==> src/rtl/ir_frame_assembler_if.sv <==
// Bundles the IR frame assembler's signals: the decoder symbol stream, the byte output stream and the frame status.
// The slave modport is the assembler's view; the master modport is the decoder/consumer side.
interface ir_frame_assembler_if #(
  parameter int LEN_W = 6
);
  logic [1:0]       code;
  logic             code_valid;
  logic [7:0]       out_data;
  logic             out_valid;
  logic             out_ready;
  logic             frame_done;
  logic             frame_ok;
  logic [LEN_W-1:0] frame_len;
  logic             overflow;

  modport slave (
    input  code, code_valid, out_ready,
    output out_data, out_valid, frame_done, frame_ok, frame_len, overflow
  );

  modport master (
    output code, code_valid, out_ready,
    input  out_data, out_valid, frame_done, frame_ok, frame_len, overflow
  );
endinterface

==> src/rtl/ir_frame_assembler.sv <==
// Packs IR decoder bits LSB-first into bytes, queues them in a FWFT byte FIFO and checks the HVAC checksum per frame.
// Optional macro IR_FRAME_TERM_EN appends a terminator byte (0x0A ok / 0x21 bad) after each STOP-terminated frame.
module ir_frame_assembler #(
  parameter int FIFO_AW   = 4,
  parameter int MAX_BYTES = 32,
  parameter int LEN_W     = 6
) (
  input  logic               clk,
  input  logic               reset,
  ir_frame_assembler_if.slave bus
);

  localparam int DEPTH = 2 ** FIFO_AW;
  localparam logic [1:0] C_STOP  = 2'b00;
  localparam logic [1:0] C_START = 2'b01;
  localparam logic [LEN_W-1:0] MAX_LEN = LEN_W'(MAX_BYTES);
  localparam logic [FIFO_AW:0] DEPTH_CNT = (FIFO_AW + 1)'(DEPTH);

  typedef enum logic {
    S_IDLE,
    S_DATA
  } state_e;

  state_e           state_q, state_d;
  logic [7:0]       shift_q, shift_d;
  logic [2:0]       bitcnt_q, bitcnt_d;
  logic [LEN_W-1:0] nbytes_q, nbytes_d;
  logic [7:0]       sum_q, sum_d;
  logic [7:0]       last_q, last_d;
  logic             overflow_q, overflow_d;
  logic             done_q, done_d;
  logic             ok_q, ok_d;
  logic [LEN_W-1:0] len_q, len_d;
  logic             termPending_q, termPending_d;

  // Completed bytes sit one cycle in this stage before entering the FIFO.
  logic             stValid_q, stValid_d;
  logic [7:0]       stData_q, stData_d;

  logic [7:0]         mem [DEPTH];
  logic [FIFO_AW-1:0] wptr_q, wptr_d;
  logic [FIFO_AW-1:0] rptr_q, rptr_d;
  logic [FIFO_AW:0]   count_q, count_d;

  logic       fifoPop;
  logic       fifoAccept;
  logic       fifoDrop;
  logic       startFrame;
  logic [7:0] newByte;

  assign fifoPop    = (count_q != '0) && bus.out_ready;
  assign fifoAccept = stValid_q && ((count_q < DEPTH_CNT) || fifoPop);
  assign fifoDrop   = stValid_q && !fifoAccept;
  assign newByte    = {bus.code[0], shift_q[7:1]};

  always_comb begin
    state_d       = state_q;
    shift_d       = shift_q;
    bitcnt_d      = bitcnt_q;
    nbytes_d      = nbytes_q;
    sum_d         = sum_q;
    last_d        = last_q;
    overflow_d    = overflow_q | fifoDrop;
    done_d        = 1'b0;
    ok_d          = ok_q;
    len_d         = len_q;
    termPending_d = 1'b0;
    stValid_d     = 1'b0;
    stData_d      = stData_q;
    startFrame    = 1'b0;

`ifdef IR_FRAME_TERM_EN
    if (termPending_q) begin
      stValid_d = 1'b1;
      stData_d  = ok_q ? 8'h0A : 8'h21;
    end
`endif

    if (bus.code_valid) begin
      case (state_q)
        S_IDLE: begin
          if (bus.code == C_START) startFrame = 1'b1;
        end
        S_DATA: begin
          if (bus.code[1]) begin
            shift_d  = newByte;
            bitcnt_d = bitcnt_q + 3'd1;
            if (bitcnt_q == 3'd7) begin
              if (nbytes_q < MAX_LEN) begin
                stValid_d = 1'b1;
                stData_d  = newByte;
              end
              if (nbytes_q <= MAX_LEN) nbytes_d = nbytes_q + 1'b1;
              if (nbytes_q != '0) sum_d = sum_q + last_q;
              last_d = newByte;
            end
          end else if (bus.code == C_STOP) begin
            // A byte being dropped this very cycle still spoils the frame.
            done_d  = 1'b1;
            ok_d    = (nbytes_q >= LEN_W'(2)) && (nbytes_q <= MAX_LEN) &&
                      (bitcnt_q == 3'd0) && !(overflow_q || fifoDrop) &&
                      (last_q == sum_q);
            len_d   = (nbytes_q > MAX_LEN) ? MAX_LEN : nbytes_q;
            state_d = S_IDLE;
`ifdef IR_FRAME_TERM_EN
            termPending_d = 1'b1;
`endif
          end else begin
            done_d     = 1'b1;
            ok_d       = 1'b0;
            len_d      = (nbytes_q > MAX_LEN) ? MAX_LEN : nbytes_q;
            startFrame = 1'b1;
          end
        end
        default: state_d = S_IDLE;
      endcase
    end

    if (startFrame) begin
      state_d    = S_DATA;
      shift_d    = 8'h00;
      bitcnt_d   = 3'd0;
      nbytes_d   = '0;
      sum_d      = 8'h00;
      last_d     = 8'h00;
      overflow_d = 1'b0;
    end
  end

  always_comb begin
    wptr_d  = wptr_q;
    rptr_d  = rptr_q;
    count_d = count_q;
    if (fifoAccept) wptr_d = wptr_q + 1'b1;
    if (fifoPop) rptr_d = rptr_q + 1'b1;
    if (fifoAccept && !fifoPop) count_d = count_q + 1'b1;
    else if (!fifoAccept && fifoPop) count_d = count_q - 1'b1;
  end

  always_ff @(posedge clk) begin
    if (reset) begin
      state_q       <= S_IDLE;
      shift_q       <= 8'h00;
      bitcnt_q      <= 3'd0;
      nbytes_q      <= '0;
      sum_q         <= 8'h00;
      last_q        <= 8'h00;
      overflow_q    <= 1'b0;
      done_q        <= 1'b0;
      ok_q          <= 1'b0;
      len_q         <= '0;
      termPending_q <= 1'b0;
      stValid_q     <= 1'b0;
      stData_q      <= 8'h00;
      wptr_q        <= '0;
      rptr_q        <= '0;
      count_q       <= '0;
    end else begin
      state_q       <= state_d;
      shift_q       <= shift_d;
      bitcnt_q      <= bitcnt_d;
      nbytes_q      <= nbytes_d;
      sum_q         <= sum_d;
      last_q        <= last_d;
      overflow_q    <= overflow_d;
      done_q        <= done_d;
      ok_q          <= ok_d;
      len_q         <= len_d;
      termPending_q <= termPending_d;
      stValid_q     <= stValid_d;
      stData_q      <= stData_d;
      wptr_q        <= wptr_d;
      rptr_q        <= rptr_d;
      count_q       <= count_d;
    end
  end

  // Storage needs no reset; count_q alone decides what is visible.
  always_ff @(posedge clk) begin
    if (fifoAccept) mem[wptr_q] <= stData_q;
  end

  assign bus.out_valid  = (count_q != '0);
  assign bus.out_data   = (count_q != '0) ? mem[rptr_q] : 8'h00;
  assign bus.frame_done = done_q;
  assign bus.frame_ok   = ok_q;
  assign bus.frame_len  = len_q;
  assign bus.overflow   = overflow_q;

endmodule

==> src/flat_wrapper.sv <==
// flat-port wrapper written by rule: the top's interface ports become plain ports
module ir_frame_assembler_flat 
#(
  parameter int FIFO_AW   = 4,
  parameter int MAX_BYTES = 32,
  parameter int LEN_W     = 6
)
  (clk, reset, bus_code, bus_code_valid, bus_out_ready, bus_out_data, bus_out_valid, bus_frame_done, bus_frame_ok, bus_frame_len, bus_overflow);
  ir_frame_assembler_if #(.LEN_W(LEN_W)) bus_i ();
  input  logic clk;
  input  logic reset;
  input wire logic [$bits(bus_i.code)-1:0] bus_code;
  input wire logic [$bits(bus_i.code_valid)-1:0] bus_code_valid;
  input wire logic [$bits(bus_i.out_ready)-1:0] bus_out_ready;
  output wire logic [$bits(bus_i.out_data)-1:0] bus_out_data;
  output wire logic [$bits(bus_i.out_valid)-1:0] bus_out_valid;
  output wire logic [$bits(bus_i.frame_done)-1:0] bus_frame_done;
  output wire logic [$bits(bus_i.frame_ok)-1:0] bus_frame_ok;
  output wire logic [$bits(bus_i.frame_len)-1:0] bus_frame_len;
  output wire logic [$bits(bus_i.overflow)-1:0] bus_overflow;
  assign bus_i.code = bus_code;
  assign bus_i.code_valid = bus_code_valid;
  assign bus_i.out_ready = bus_out_ready;
  assign bus_out_data = bus_i.out_data;
  assign bus_out_valid = bus_i.out_valid;
  assign bus_frame_done = bus_i.frame_done;
  assign bus_frame_ok = bus_i.frame_ok;
  assign bus_frame_len = bus_i.frame_len;
  assign bus_overflow = bus_i.overflow;
  ir_frame_assembler #(.FIFO_AW(FIFO_AW), .MAX_BYTES(MAX_BYTES), .LEN_W(LEN_W)) u_core (.clk(clk), .reset(reset), .bus(bus_i));
endmodule
==> config.mk <==
export PLATFORM = sky130hd
export DESIGN_NAME = ir_frame_assembler_flat
export DESIGN_NICKNAME = d
export VERILOG_FILES = /design/src/rtl/ir_frame_assembler_if.sv /design/src/rtl/ir_frame_assembler.sv /design/src/flat_wrapper.sv
export SDC_FILE = /design/constraint.sdc
export NUM_CORES = 1
export LEC_CHECK = 0
export BUFFER_PORTS_ARGS = -buffer_cell sky130_fd_sc_hd__buf_2
export CORE_MARGIN = 4
export CORE_UTILIZATION = 50
export CTS_CLUSTER_SIZE = 12
export DETAILED_ROUTE_END_ITERATION = 16
export PLACE_DENSITY = 0.66
export SYNTH_ARGS = -nofsm -noshare
export SYNTH_HDL_FRONTEND = slang
export SYNTH_SLANG_ARGS = --single-unit
export TNS_END_PERCENT = 10
==> constraint.sdc <==
create_clock -name clk -period 7.17 [get_ports clk]
set_clock_uncertainty 0.05 [all_clocks]
set_input_delay 0.717 -clock clk [delete_from_list [all_inputs] [get_ports clk]]
set_output_delay 0.717 -clock clk [all_outputs]
set_load 0.05 [all_outputs]
==> metrics.yaml <==
route:
  drt_pass1_iterations: 5
  drtIter0Drc: 421
  wl_um: 15100
  drc: 0
  wl_per_cell_um: 18.7
  drtAntennaViolNets: 0
  viasPerCell: 5.64
  route.vias.total: 4560
power:
  power_leakage_nw: 3.29
  vdd_ir_drop_max_v: 0.000179
  p_per_area_nw_per_um2: 239
sta:
  rsz0062_at_grt: "false"
  worst_slew_pin_slew_ns: 1.07
  setup_viol: 0
  finalCritPeriodShare: 0.491
  setup-tns-final_ns: 0
  hold_viol: 0
  slew_viol_final: 0
  maxSlewHeadroom: 0.282
  fmax_ghz: 0.284
  post-route-min-period_ns: 3.52
logic_synthesis:
  syn_nets: 597
  ys_async_sr_fraction: 0
  synth_top_family_by_area: "multiplexers"
  syn_area_um2: 7990
  synth_cell_types: 45
  synthAdderAreaFrac: 0.0395
  yosysWarnings: 0
  synth.area.mux_share: 0.118
  yosys.area_share.simple: 0.101
  synth_cells: 567
  ys_ff_latch: 196
  synth_compound_area_frac: 0.0528
  synth_edf_count: 128
  synth_flop_cell: "edfxtp_1"
  ys_seq_area_frac: 0.652
  avgSynthCellArea_um2: 14.1
  synth_xor_area_frac: 0.0165
final_layout:
  drive_gt1_frac: 0.176
  num_antenna_cells: 0
  final_cells: 808
  fin_nets: 614
  areaGrowthSynthToFinish_pct: 10.8
clock_network:
  hold_buffers: 0
  numCtsBuffers: 17
  ctsResizeCount: 0
  cts_buffer_depth: 2
  worstSkewPairLatency_ns: 0.43
  cts_tree: "yes"
  post_cts_buffers: 0
  clockRootBuffer: "clkbuf_16"
  clock-sinks: 196
  path_clk_slew_ns: 0.07
  h-tree-depth: 4
min_path:
  min_path_type: "flip-flop to flip-flop"
critical_path:
  crit_arrival_ns: 2.75
  end_kind: "output port"
  cp_max_fo: 32
  worstPathRequired_ns: 6.40
  setup.worst_path.start_class: "flip-flop"
  crit_type: "flip-flop to output port"
grt:
  grt_usage: 0.180
  grt_pass1_vias: 4567
  grt_pass1_wl_um: 24700
  overflow: 0
  grt_max_degree: 35
  grt_antenna_before_repair: 0
placement:
  hpwl_um: 9890
  io_buffer_count: 23
  dp_cells: 776
  gp_congestion: 0.785
floorplanning:
  num_rows: 45
  die_x_um: 134
  core_area_um2: 15400
  dieArea_um2: 18100
  die_h_um: 134
  start_util: 0.518
  ioPinCount: 24
outcome:
  status: "finished clean"
flow_run:
  drv_cap: 0
final timing paths:
| path | start | to | slack (ns) | cells after the start |
|---|---|---|---|---|
| min reg2reg | u_core.sum_q[3] | u_core.sum_q[3] | 0.41 | 2 |
| min | u_core.sum_q[3] | u_core.sum_q[3] | 0.41 | 2 |
| max | flip-flop | bus_out_data[3] | 3.65 | 5 |
| max reg2reg | u_core.count_q[0] | u_core.count_q[4] | 4.26 | 11 |
state kept, by name (all words and copies together), names as in the netlist, 3 cells and up, named ones only:
name / flops
u_core.shift_q: 7
u_core.bus.frame_len: 6
u_core.last_q: 8
u_core.rptr_q: 4
u_core.stData_q: 8
u_core.count_q: 5
u_core.nbytes_q: 6
u_core.bitcnt_q: 3
u_core.mem: 128
u_core.sum_q: 8
u_core.wptr_q: 4
where the power goes:
part / switching (mW) / internal, mW / leakage [nW]
clock network: 0.398 / 0.513 / 0.280
registers: 0.000489 / 1.19 / 2.04
logic: 0.0108 / 0.00322 / 0.972
through the flow:
stage / hold slack [ns] / power (mW) / setup WS, ns / instance area [um^2] / utilization
floorplan: 0.386 / 1.22 / 4.31 / 7990 / -
finish: 0.411 / 2.11 / 3.65 / 8850 / 0.574
detailed placement: 0.406 / 1.23 / 3.93 / 8280 / 0.537
global placement: 0.391 / 1.23 / 4.04 / 8280 / 0.537
global route: 0.455 / 2.19 / 3.47 / 8850 / 0.574
CTS: 0.415 / 2.13 / 3.56 / 8850 / 0.574
cell families after synthesis:
logic type	Yosys count
DFF	196
and+or+nand+nor	176
AOI/OAI and AO/OA	73
muxes	44
buffers and inverters	39
adders and majority gates	24
xor gates and xnor gates	15
layout by cell type (no fill, tap or decap), types with 3 or more instances in the layout:
master,n
clkinv_2,4
ha_1,22
nand2b_1,6
a21oi_1,48
nand2_1,71
buf_2,23
dfxtp_1,66
a31oi_1,3
nor3_1,7
inv_1,12
mux2i_1,4
edfxtp_1,128
nor2_1,45
and2_1,9
nor3b_1,3
xnor2_1,7
nand4_1,5
xor2_1,8
o21ai_0,7
a21o_1,3
clkbuf_16,17
mux4_2,40
clkinv_4,4
nand3_1,10
nor3_2,4
or3_1,3
cells in the mapped netlist (4+ instances only):
cell / count / area share
edfxtp_1: 128 / 0.48
nand2_1: 71 / 0.033
dfxtp_1: 68 / 0.17
a21oi_1: 48 / 0.030
nor2_1: 45 / 0.021
mux4_2: 40 / 0.11
ha_1: 22 / 0.034
clkbuf_1: 16 / 0.0075
inv_1: 12 / 0.0056
nor3_1: 11 / 0.0069
nand3_1: 10 / 0.0063
and2_1: 9 / 0.0071
xor2_1: 8 / 0.0088
buf_1: 7 / 0.0033
o21ai_0: 7 / 0.0044
xnor2_1: 7 / 0.0077
nand2b_1: 6 / 0.0047
nand4_1: 5 / 0.0039
mux2i_1: 4 / 0.0050
worst max-delay path: stages, from the launching register on:
cell	delay, ns
dfxtp_2	0.31
buf_4	0.51
mux4_2	0.60
mux4_2	0.51
and2_1	0.18
buf_2	0.21
area by class of cell:
type | instances | area, um^2
clock buffer | 19 | 433
clock inverter | 13 | 135
fill | 1248 | 6580
inverter | 12 | 45.0
multi-input combinational | 332 | 2640
sequential | 196 | 5210
tap | 211 | 264
timing repair buffer | 25 | 130
metal layers:
| metal | part of all wire | track usage | wire [um] |
|---|---|---|---|
| met2 | 0.50 | 0.290 | 7580 |
| met5 | 0 | 0 | 0 |
| met4 | 0.014 | 0.0639 | 214 |
| met3 | 0.052 | 0.0375 | 793 |
| met1 | 0.43 | 0.244 | 6550 |
Note: power is estimated with default switching activity, not from simulation.
